===== src/rtl/pipe_ctrl_pkg.sv =====
// pipe_ctrl_pkg: shared width defaults and FSM state encoding for the pipeline controller
package pipe_ctrl_pkg;
  localparam int DEF_XLEN = 64;
  localparam int DEF_REG_W = 5;
  localparam int DEF_CNT_W = 32;
  typedef enum logic {RUN = 1'b0, FLUSH = 1'b1} state_t;
endpackage


===== src/rtl/pipe_ctrl_hazard_detect.sv =====
// pipe_ctrl_hazard_detect: load-use hazard between the EX load and the ID source registers
module pipe_ctrl_hazard_detect
  import pipe_ctrl_pkg::*;
#(
  parameter int REG_W = DEF_REG_W
) (
  input  logic [REG_W-1:0] id_rs1,
  input  logic [REG_W-1:0] id_rs2,
  input  logic             id_rs1_used,
  input  logic             id_rs2_used,
  input  logic [REG_W-1:0] ex_rd,
  input  logic             ex_is_load,
  output logic             hz
);
  assign hz = ex_is_load && (ex_rd != '0) &&
              ((id_rs1_used && id_rs1 == ex_rd) || (id_rs2_used && id_rs2 == ex_rd));
endmodule


===== src/rtl/pipe_ctrl.sv =====
// pipe_ctrl: stall/flush/redirect controller for the 5-stage pipeline with trap FSM and stall counter
module pipe_ctrl
  import pipe_ctrl_pkg::*;
#(
  parameter int XLEN  = DEF_XLEN,
  parameter int REG_W = DEF_REG_W,
  parameter int CNT_W = DEF_CNT_W
) (
  input  logic             clk,
  input  logic             rst_n,
  input  logic [REG_W-1:0] id_rs1,
  input  logic [REG_W-1:0] id_rs2,
  input  logic             id_rs1_used,
  input  logic             id_rs2_used,
  input  logic [REG_W-1:0] ex_rd,
  input  logic             ex_is_load,
  input  logic             ex_busy,
  input  logic             mem_busy,
  input  logic             if_busy,
  input  logic             ex_redirect,
  input  logic [XLEN-1:0]  ex_redirect_pc,
  input  logic             mem_trap,
  input  logic             mem_mret,
  input  logic [XLEN-1:0]  trap_target,
  output logic             stall_if,
  output logic             stall_id,
  output logic             stall_ex,
  output logic             stall_mem,
  output logic             flush_id,
  output logic             flush_ex,
  output logic             flush_mem,
  output logic             flush_wb,
  output logic             redirect_valid,
  output logic [XLEN-1:0]  redirect_pc,
  output logic [CNT_W-1:0] stall_cnt
);
  state_t          state, nxt;
  logic [XLEN-1:0] tgt;
  logic            hz, take;
  pipe_ctrl_hazard_detect #(.REG_W(REG_W)) u_hz (
    .id_rs1(id_rs1), .id_rs2(id_rs2), .id_rs1_used(id_rs1_used), .id_rs2_used(id_rs2_used),
    .ex_rd(ex_rd), .ex_is_load(ex_is_load), .hz(hz)
  );
  // a trap/mret waits behind a pending memory access and fires the cycle it drops
  assign take = (state == RUN) && (mem_trap || mem_mret) && !mem_busy;
  always_comb begin
    nxt = state;
    {stall_if, stall_id, stall_ex, stall_mem} = '0;
    {flush_id, flush_ex, flush_mem, flush_wb} = '0;
    redirect_valid = 1'b0;
    redirect_pc = '0;
    if (state == FLUSH) begin
      {flush_id, flush_ex, flush_mem} = '1;
      redirect_valid = 1'b1;
      redirect_pc = tgt;
      nxt = if_busy ? FLUSH : RUN;
    end else if (take) begin
      {flush_id, flush_ex, flush_mem, stall_if} = '1;
      flush_wb = mem_trap;
      nxt = FLUSH;
    end else if (mem_busy) begin
      {stall_if, stall_id, stall_ex, stall_mem, flush_wb} = '1;
    end else if (ex_busy) begin
      {stall_if, stall_id, stall_ex, flush_mem} = '1;
    end else if (ex_redirect) begin
      {flush_id, flush_ex, redirect_valid} = '1;
      redirect_pc = ex_redirect_pc;
    end else if (hz) begin
      {stall_if, stall_id, flush_ex} = '1;
    end else if (if_busy) begin
      {stall_if, flush_id} = '1;
    end
  end
  always_ff @(posedge clk or negedge rst_n) begin
    if (!rst_n) begin
      state <= RUN;
      tgt <= '0;
      stall_cnt <= '0;
    end else begin
      state <= nxt;
      if (take) tgt <= trap_target;
      stall_cnt <= stall_cnt + {{(CNT_W-1){1'b0}}, stall_if};
    end
  end
endmodule


===== config.mk =====
export PLATFORM = sky130hd
export DESIGN_NAME = pipe_ctrl
export DESIGN_NICKNAME = d
export VERILOG_FILES = /design/src/rtl/pipe_ctrl_pkg.sv /design/src/rtl/pipe_ctrl_hazard_detect.sv /design/src/rtl/pipe_ctrl.sv
export SDC_FILE = /design/constraint.sdc
export NUM_CORES = 1
export LEC_CHECK = 0
export ABC_AREA = 0
export BUFFER_PORTS_ARGS = -buffer_cell sky130_fd_sc_hd__buf_2
export CAP_MARGIN = 20
export CORE_MARGIN = 2
export CORE_UTILIZATION = 40
export CTS_CLUSTER_SIZE = 10
export DETAILED_ROUTE_END_ITERATION = 10
export PLACE_DENSITY = 0.72
export SETUP_SLACK_MARGIN = 0.2
export SLEW_MARGIN = 20
export SYNTH_ARGS = -nofsm -noshare
export SYNTH_HDL_FRONTEND = slang
export SYNTH_SLANG_ARGS = --single-unit
export TNS_END_PERCENT = 5

===== constraint.sdc =====
create_clock -name clk -period 2.9 [get_ports clk]
set_input_delay 0.29 -clock clk [delete_from_list [all_inputs] [get_ports clk]]
set_output_delay 0.29 -clock clk [all_outputs]
set_load 0.01 [all_outputs]

==> flow_metrics.py, run 1 <==
metrics = {
    "routing": {
        "drt_iter0_markers": 112,
        "antenna_left": 0,
        "vias": 4053,
        "drt_wl_total_mm": 13.4,
        "route.detailed.drc": 0,
        "post_drt_wl_per_cell_um": 17.3,
        "vias_per_cell": 5.23,
        "dr.pass1.iters": 4,
    },
    "clock_tree": {
        "cts_root_buffer": "clkbuf_16",
        "cts_buffer_depth": 2,
        "path_clk_slew_ns": 0.07,
        "cts_buffers": 9,
        "cts_max_level": 3,
        "tritoncts": "built",
        "clkLatencyLatePin_ns": 0.33,
        "cts_sinks": 97,
    },
    "critical_path": {
        "end_kind": "primary output",
        "critical_path_class": "register to primary output",
        "critPathMaxFanout": 26,
        "r2r_slack_ns": 0.51,
        "r2r-end": "stall_cnt[28]$_DFF_PN0_",
        "r2r_cells": 10,
        "arrival_ns": 2.17,
        "required_ns": 2.61,
        "start_kind": "register",
        "reg2reg_from": "state$_DFF_PN0_",
    },
    "final_layout": {
        "fin_util_pct": 57.5,
        "stdcell_area_um2": 6560,
        "area_growth_pct": 40.6,
        "fin_nets": 783,
        "nFillCells": 958,
        "drive_gt1_share_pct": 57.8,
        "antenna_cells": 0,
    },
    "synthesis": {
        "syn_avg_cell_area_um2": 12.8,
        "synth.area.top_cells": "dfrtp_1 (52%), mux2_2 (15%), a22o_1 (12%)",
        "ys_ff_latch": 97,
        "synth_warnings": 0,
        "synth_top_area_share_pct": 52.0,
        "synth_area_leader_cell": "dfrtp_1",
        "syn-cell-area_um2": 4670,
        "synth_nets": 521,
        "synth.yosys.seq_area_share_pct": 52.0,
        "synth_cell_types": 36,
        "synth_cells": 365,
    },
    "place": {
        "dpl_cell_area_um2": 6140,
        "port_buffers": 258,
        "hpwl_mm": 10.2,
        "pre_cts_ws_ns": 0.124,
        "place.gp.congestion": 0.879,
    },
    "grt": {
        "antenna_found_initial": 1,
        "met1_usage_pct": 25.4,
        "grt.overflow.total": 0,
        "grt-busiest-layer": "met2",
        "grt_pass1_vias": 4177,
        "grt_start_max_net_pins": 59,
        "grtUsageMet3_pct": 4.57,
        "grt_use_met2_pct": 38.4,
        "track_usage_pct": 21.2,
        "grt_pass1_wl_mm": 21.1,
    },
    "outcome": {
        "status": "finished clean",
    },
    "floorplan": {
        "start_util_pct": 40.9,
        "dieArea_um2": 12500,
        "fp.coreArea_um2": 11400,
        "ios": 259,
        "fp.dieW_um": 112,
        "die_y_um": 112,
        "rows": 39,
    },
    "hold_path": {
        "min_from": "trap_target[31]",
        "hold_end": "tgt[31]$_DFFE_PN0P_",
        "whs_path_depth": 2,
        "hp-class": "input port to register",
    },
    "power": {
        "peakVddDrop_mv": 0.362,
        "pwr_density_cell_nw_per_um2": 659,
        "power.leakage_nw": 3.32,
    },
    "sta": {
        "drv_slew": 0,
        "hold_slack_ns": 0.183,
        "skew_ns": 0.00962,
        "fin_crit_sh_pct": 84.7,
        "finalSetupTns_ns": 0,
        "slew-limit-headroom_pct": 62.7,
        "period_needed_ns": 2.46,
        "worst_slack_ns": 0.445,
        "hold_violations": 0,
        "rsz0062_at_grt": "no",
        "finalSetupViolations": 0,
        "tightest_slew_ns": 0.559,
        "fmax_mhz": 407,
    },
    "flow_run": {
        "maxCapViolations": 0,
    },
}
-- report_power, final --
part / internal, mW / switching (mW) / total [mW]
combinational: 0.620 / 0.518 / 1.14
clock: 0.869 / 0.506 / 1.38
sequential: 1.62 / 0.188 / 1.81
-- flip-flops by register name, summed over array words and instances (netlist names) --
| name | flops |
|---|---|
| tgt | 64 |
| stall_cnt | 32 |
| state | 1 |
-- area by class of cell --
class                   instances  area [µm²]  area share [%]
clock buffers                  10         239            3.64
clock inverters                 6         115            1.75
inverters                       2        7.51           0.114
multi-input cells             247        2180            33.2
flip-flops and latches         97        2430            37.0
well taps                     143         179            2.73
repair buffers                270        1410            21.5
-- routing by layer --
| metal | share of wire, % | up-vias |
|---|---|---|
| met1 | 39 | 2006 |
| met4 | 1.3 | 0 |
| li1 | - | 1876 |
| met5 | 0 | - |
| met2 | 52 | 157 |
| met3 | 6.9 | 14 |
-- critical path: stages (launching register included) --
cell	delay (ns)
dfrtp_2	0.44
buf_4	0.18
buf_4	0.20
nor2_4	0.31
buf_4	0.38
a22o_1	0.19
buf_2	0.13
-- cell usage after synthesis, drive strengths merged --
library cell	n
o211ai	1
mux2	64
and4	3
o21bai	2
and2	1
ha	2
a41oi	1
nor3	3
nor4	2
xor2	5
nor2b	1
nand2	13
nand4	6
buf	13
and3	6
a21o	1
o22ai	1
o21a	1
o21ai	1
nor2	10
xnor2	35
nand4b	1
or4	1
nand2b	1
or3	1
inv	2
nand3	16
clkbuf	8
a21oi	2
a22o	64
dfrtp	97
-- layout by cell type, fill, tap and decap left out, types with 2 or more instances in the layout --
master     count
buf_2        257
mux2_2        64
xor2_1         5
nand3_2        3
bufinv_16      3
nand4_1        5
clkbuf_16      9
buf_4         10
nor2_1         8
and3_1         6
o21bai_1       2
dfrtp_1       96
inv_1          2
xnor2_1       35
nor2_4         3
nand2_1       13
clkinv_4       2
and4_4         2
buf_12         2
nand3_1       12
a22o_1        64
nor3_1         3
a21oi_1        2
nor4_4         2
-- through the flow --
stage	std cells	power, mW
final	775	4.32
after global routing	775	4.54
after detailed placement	753	2.96
after floorplan	365	2.45
after global placement	753	2.92
after CTS	772	4.35
-- how the worst max path moves through the flow --
| stage | from | to | slack (ns) |
|---|---|---|---|
| floorplan | state$_DFF_PN0_ | stall_cnt[26]$_DFF_PN0_ | 0.32 |
| global placement | ex_rd[2] | stall_cnt[28]$_DFF_PN0_ | 0.22 |
| detailed placement | ex_rd[2] | stall_cnt[28]$_DFF_PN0_ | 0.12 |
| CTS | state$_DFF_PN0_ | redirect_pc[32] | 0.23 |
| global route | state$_DFF_PN0_ | stall_cnt[26]$_DFF_PN0_ | 0.29 |
| finish | state$_DFF_PN0_ | redirect_pc[27] | 0.44 |
-- logic make-up after synthesis --
group	Yosys count	share of synthesized area, %
xor+xnor	40	7.51
fa+ha+maj	2	0.536
simple gates	65	8.77
flops	97	52.0
compound gates	74	13.5
mux	64	15.4
buf+inv	23	2.25
-- repair_timing --
item,CTS,global route
pin swaps,1,3
endpoints found under the setup margin,26,58
resized for setup,1,3
hold buffers,1,0
endpoints found under the hold margin,39,0
buffers inserted,0,3
gates cloned,2,0
Power figures use the tool's default switching activity.
==> run 2, diff against run 1 <==
ABC_AREA = 1   (was 0)
PLACE_DENSITY = 0.7   (was 0.72)
clock period = 2.53 ns   (was 2.9 ns; I/O delays follow)
==> run 2 against run 1 <==
Clock power grew 3%. Non-clock buffer count is 2 higher. Sequential power grew 16%. Routed wire length increased by 8.9%.
==> flow_metrics.py, run 2 <==
metrics = {
    "routing": {
        "vias_per_cell": 4.79,
        "dr.pass1.iters": 4,
        "post_drt_wl_per_cell_um": 13.9,
        "vias": 5056,
        "route.detailed.drc": 0,
        "drt_wl_total_mm": 14.6,
        "antenna_left": 0,
        "drt_iter0_markers": 203,
    },
    "clock_tree": {
        "path_clk_slew_ns": 0.07,
        "cts_root_buffer": "clkbuf_16",
        "cts_sinks": 97,
        "cts_max_level": 3,
        "cts_buffer_depth": 2,
        "clkLatencyLatePin_ns": 0.34,
        "cts_buffers": 9,
        "tritoncts": "built",
    },
    "critical_path": {
        "path_cells": "o21ai_4 > nor2_4 > nor2_1 > inv_1 > a21oi_4 > ha_4 > ha_4 > nand3_4 > nor2_4 > nand4_4 > nor2_2 > nand2_1 > a21oi_1",
        "r2r_cells": 13,
        "required_ns": 2.80,
        "reg2reg_from": "state$_DFF_PN0_",
        "arrival_ns": 2.48,
        "worst-path-buf-inv": 1,
        "critPathMaxFanout": 4,
        "r2r_slack_ns": 0.32,
        "critical_path_class": "register to register",
        "cp_slowest_cell": "dfrtp_2",
        "crit_path_max_incr_delay_ns": 0.47,
        "end_kind": "register",
        "r2r-end": "stall_cnt[24]$_DFF_PN0_",
        "cpLargestDelayFamily": "simple AND/OR/NAND/NOR gates",
        "start_kind": "register",
    },
    "final_layout": {
        "antenna_cells": 0,
        "area_growth_pct": 34.7,
        "largest_reg_flops": 64,
        "final_common_cell": "buf_2",
        "reg_top3": "tgt x64, stall_cnt x32, state x1",
        "drive_gt1_share_pct": 43.6,
        "regMostFlops": "tgt",
        "fin_nets": 1030,
        "nFillCells": 1253,
        "layout_common_cells": "buf_2 (257), nand2_1 (208), dfrtp_1 (96)",
        "final_cell_count_no_fill": 1055,
    },
    "sta": {
        "hold_violations": 0,
        "skew_ns": 0.00476,
        "slew-limit-headroom_pct": 58.0,
        "drv_slew": 0,
        "rsz0062_at_grt": "yes",
        "worst_slack_ns": 0.317,
        "fmax_mhz": 452,
        "period_needed_ns": 2.21,
        "fin_crit_sh_pct": 87.5,
        "finalSetupViolations": 0,
        "finalSetupTns_ns": 0,
        "tightest_slew_ns": 0.630,
    },
    "hold_path": {
        "hold_end": "tgt[37]$_DFFE_PN0P_",
        "hp-class": "input port to register",
        "whs_path_depth": 2,
        "min_from": "trap_target[37]",
    },
    "synthesis": {
        "async_flop_share_pct": 100,
        "synth_warnings": 0,
        "ys_ff_latch": 97,
        "synth.yosys.seq_area_share_pct": 44.7,
        "syn-cell-area_um2": 5440,
        "synth_area_leader_cell": "dfrtp_1",
        "synth_cells": 620,
        "ys.flop_type": "dfrtp_1",
        "yosys-top-cells-count": "nand2_1 (208), dfrtp_1 (97), nand3_1 (77)",
        "synth.area.top_cells": "dfrtp_1 (45%), nand2_1 (14%), mux2_4 (7.7%)",
        "synth.most_common_cell": "nand2_1",
        "synth-edff-count": 0,
        "syn_avg_cell_area_um2": 8.77,
        "synth_top_area_share_pct": 44.7,
        "synth_cell_types": 30,
        "synth_nets": 776,
    },
    "floorplan": {
        "die_y_um": 121,
        "rows": 42,
        "dieArea_um2": 14500,
        "ios": 259,
        "start_util_pct": 41.0,
        "fp.coreArea_um2": 13200,
        "fp.dieW_um": 121,
    },
    "place": {
        "placedCellCount": 1034,
        "pre_cts_ws_ns": 0.113,
        "port_buffers": 258,
        "hpwl_mm": 11.1,
        "place.gp.congestion": 0.852,
    },
    "grt": {
        "grt_pass1_vias": 5002,
        "met1_usage_pct": 25.8,
        "grt-busiest-layer": "met2",
        "grtUsageMet3_pct": 4.58,
        "track_usage_pct": 20.3,
        "grt_use_met2_pct": 34.2,
        "grt.overflow.total": 0,
        "grt_start_max_net_pins": 65,
        "grt_pass1_wl_mm": 23.7,
        "antenna_found_initial": 0,
    },
    "flow_run": {
        "maxCapViolations": 0,
    },
    "outcome": {
        "status": "finished clean",
    },
    "power": {
        "power.total_mw": 5.04,
        "pwr_density_cell_nw_per_um2": 688,
        "peakVddDrop_mv": 0.474,
        "power.leakage_nw": 4.10,
    },
}
-- run 2: cell count changes in the layout (fill, tap and decap cells not counted), moves of 5 or more --
cell,before,now
and3_1,6,0
inv_2,0,5
xnor2_1,35,8
nor2_1,8,37
mux2_4,0,28
inv_1,2,32
nand2_1,13,208
a22o_1,64,0
nor2_2,1,6
nor3_2,0,9
xor2_1,5,19
nand3_1,12,77
mux2_2,64,36
-- run 2: area by class of cell --
type	instances	area, µm²	area share, %
multi-input cells	457	2780	38.0
flip-flops and latches	97	2430	33.2
repair buffers	272	1440	19.7
clock buffers	11	253	3.45
well taps	176	220	3.01
inverters	37	139	1.90
clock inverters	5	61.3	0.837
-- run 2: power by group --
part	leakage [nW]	total (mW)	switching, mW	internal, mW
Combinational	2.78	1.52	0.770	0.748
Clock	0.144	1.42	0.597	0.824
Sequential	1.18	2.10	0.233	1.87
Total	4.10	5.04	1.60	3.44
-- run 2: worst register-to-register path, delay by kind of cell, from the launching register on --
kind	cells	cell delay (ns)
AO/OA/AOI/OAI	3	0.51
adder cells (fa/ha/maj)	2	0.35
flip-flops	1	0.47
AND/OR/NAND/NOR	7	0.74
buffers and inverters	1	0.07
-- run 2: per-layer routing --
layer	up-vias	wire length, µm
li1	2512	-
met2	178	7050
met1	2348	6330
met5	-	0
met3	18	990
met4	0	242
-- run 2: kinds of logic after synthesis --
logic type / Yosys count / synth area share (%)
flip-flops: 97 / 44.7
adder cells (fa/ha/maj): 2 / 0.460
AO/OA/AOI/OAI: 5 / 0.460
XOR/XNOR: 27 / 4.35
buffers and inverters: 66 / 5.59
AND/OR/NAND/NOR: 359 / 29.3
multiplexers: 64 / 15.2
-- run 2: how the worst max path moves through the flow --
stage                         start                       to  depth (start not counted)
global route        state$_DFF_PN0_  stall_cnt[20]$_DFF_PN0_                         12
detailed placement         ex_rd[3]  stall_cnt[24]$_DFF_PN0_                         17
floorplan           state$_DFF_PN0_  stall_cnt[24]$_DFF_PN0_                         15
global placement           ex_rd[2]  stall_cnt[24]$_DFF_PN0_                         16
finish              state$_DFF_PN0_  stall_cnt[24]$_DFF_PN0_                         13
CTS                 state$_DFF_PN0_  stall_cnt[24]$_DFF_PN0_                         13
-- run 2: repair_timing --
| action | in CTS | in global routing |
|---|---|---|
| hold endpoints to repair | 39 | 0 |
| buffers inserted | 0 | 4 |
| gates resized for setup | 1 | 5 |
| endpoints found under the setup margin | 3 | 6 |
| hold buffers | 1 | 0 |
| pin swaps | 0 | 2 |
-- run 2: stage by stage --
step	hold WS (ns)	util [%]	cell area, µm²
after floorplan	-0.0426	-	5470
after global placement	0.269	52.3	6930
after detailed placement	0.280	52.3	6930
after CTS	0.126	54.8	7260
after global routing	0.127	55.3	7320
final	0.139	55.3	7320
==> run 3, diff against run 2 <==
==> constraint.sdc (replaced) <==
create_clock -name clk -period 2.53 [get_ports clk]
set_input_delay 0.253 -clock clk [delete_from_list [all_inputs] [get_ports clk]]
set_output_delay 0.253 -clock clk [all_outputs]
set_load 0.05 [all_outputs]
==> run 3 against run 2 <==
Clock skew increased by 0.00097 ns. Sequential cell count did not move. Non-clock buffer count decreased by 3. Register-to-register slack gained 0.03 ns. Hold slack got worse by 0.0019 ns. Global-route usage fell by 0.48 points. Critical endpoint is now flush_mem. Largest cell class unchanged.
==> flow_metrics.py, run 3 (synthesized netlist as in run 2, its figures left out) <==
metrics = {
    "sta": {
        "hold_violations": 0,
        "fmax_mhz": 441,
        "tightest_slew_ns": 0.689,
        "finalSetupTns_ns": 0,
        "drv_slew": 0,
        "slew-limit-headroom_pct": 54.0,
        "finalSetupViolations": 0,
        "rsz0062_at_grt": "yes",
        "worst_slack_ns": 0.265,
        "period_needed_ns": 2.27,
        "fin_crit_sh_pct": 89.5,
        "skew_ns": 0.00573,
    },
    "power": {
        "power.leakage_nw": 4.07,
        "peakVddDrop_mv": 0.936,
        "pwr_density_cell_nw_per_um2": 784,
    },
    "grt": {
        "grt_start_max_net_pins": 65,
        "grt_pass1_wl_mm": 22.8,
        "grt_pass1_vias": 4785,
        "antenna_found_initial": 0,
        "grt.overflow.total": 0,
        "track_usage_pct": 19.8,
    },
    "clock_tree": {
        "cts_buffers": 9,
        "cts_max_level": 3,
        "clkLatencyLatePin_ns": 0.34,
        "cts_root_buffer": "clkbuf_16",
        "tritoncts": "built",
        "path_clk_slew_ns": 0.06,
        "cts_sinks": 97,
        "cts_buffer_depth": 2,
    },
    "final_layout": {
        "nFillCells": 1269,
        "final_cell_count_no_fill": 1052,
        "regMostFlops": "tgt",
        "fin_nets": 1027,
        "area_growth_pct": 33.4,
        "antenna_cells": 0,
        "layout_common_cells": "buf_2 (257), nand2_1 (208), dfrtp_1 (96)",
        "largest_reg_flops": 64,
        "reg_top3": "tgt x64, stall_cnt x32, state x1",
        "final_common_cell": "buf_2",
        "drive_gt1_share_pct": 43.5,
    },
    "floorplan": {
        "dieArea_um2": 14500,
        "die_y_um": 121,
        "start_util_pct": 41.0,
        "fp.dieW_um": 121,
        "fp.coreArea_um2": 13200,
        "ios": 259,
        "rows": 42,
    },
    "outcome": {
        "status": "finished clean",
    },
    "place": {
        "port_buffers": 258,
        "place.gp.congestion": 0.864,
        "pre_cts_ws_ns": 0.248,
        "placedCellCount": 1035,
        "hpwl_mm": 11.2,
    },
    "critical_path": {
        "crit_path_max_incr_delay_ns": 0.41,
        "path_cells": "buf_4 > nor2_2 > nand2_4 > buf_4 > nand3_1 > buf_2",
        "cpLargestDelayFamily": "buffers and inverters",
        "start_kind": "register",
        "cp_slowest_cell": "dfrtp_2",
        "worst-path-buf-inv": 3,
        "critPathMostFrequentCell": "buf_4",
        "arrival_ns": 2.01,
        "end_kind": "primary output",
        "required_ns": 2.28,
        "critical_path_class": "register to primary output",
        "critPathMaxFanout": 34,
    },
    "routing": {
        "drt_wl_total_mm": 14.5,
        "vias_per_cell": 4.73,
        "post_drt_wl_per_cell_um": 13.8,
        "drt_iter0_markers": 195,
        "vias": 4972,
        "antenna_left": 0,
        "dr.pass1.iters": 4,
        "route.detailed.drc": 0,
    },
    "flow_run": {
        "maxCapViolations": 0,
    },
    "hold_path": {
        "hp-class": "input port to register",
    },
}
## run 3: repair_timing
action	CTS	global route
hold buffers	1	0
buffers inserted	0	0
endpoints found under the hold margin	50	0
gates resized for setup	0	4
setup endpoints to repair	0	67
## run 3: metrics by stage
step | hold slack [ns] | utilization [%] | cell area [µm²] | power [mW]
global placement | 0.337 | 52.5 | 6950 | 4.43
CTS | 0.125 | 54.6 | 7240 | 5.74
floorplan | -0.0426 | - | 5500 | 3.85
global route | 0.128 | 54.8 | 7250 | 6.00
detailed placement | 0.339 | 52.5 | 6950 | 4.45
finish | 0.137 | 54.8 | 7250 | 5.69
## run 3: metal layers
layer	part of all wire, %	vias to the layer above	track usage, %
met5	0	-	0
met4	1.9	0	6.69
met3	6.3	22	3.63
met2	49	167	34.4
met1	43	2283	24.8
li1	-	2500	-
## run 3: final timing paths
check | cells past startpoint | slack [ns] | start | endpoint
hold / removal | 2 | 0.14 | trap_target[38] | tgt[38]$_DFFE_PN0P_
min in group asynchronous | 2 | 0.50 | rst_n | stall_cnt[22]$_DFF_PN0_
setup / recovery | 6 | 0.26 | state$_DFF_PN0_ | flush_mem
hold reg to reg | 1 | 0.47 | stall_cnt[31]$_DFF_PN0_ | stall_cnt[31]$_DFF_PN0_
setup reg to reg | 13 | 0.35 | state$_DFF_PN0_ | stall_cnt[24]$_DFF_PN0_
max in group asynchronous | 3 | 1.36 | rst_n | tgt[40]$_DFFE_PN0P_
## run 3: layout make-up
cell class / count / area (µm²) / area share, %
clock buffer: 11 / 243 / 3.35
inverter: 37 / 141 / 1.95
multi-input combinational: 457 / 2780 / 38.3
clock inverter: 5 / 31.3 / 0.431
sequential: 97 / 2430 / 33.5
timing repair buffer: 269 / 1410 / 19.4
tap: 176 / 220 / 3.04
## run 3: power breakdown
part	internal [mW]	switching, mW	leakage [nW]
sequential	1.87	0.228	1.18
clock	0.690	0.577	0.135
combinational	0.742	1.58	2.76
total	3.30	2.39	4.07
## run 3: worst reg2reg max path: stages (launching register included)
cell and delay [ns]:
dfrtp_2 0.44, o21ai_2 0.21, nor2_4 0.06, nor2_4 0.10, inv_4 0.04, a21oi_4 0.18, ha_4 0.19, ha_4 0.16
nand3_4 0.11, nor2_4 0.16, nand4_4 0.12, nor2_2 0.16, nand2_1 0.06, a21oi_1 0.11
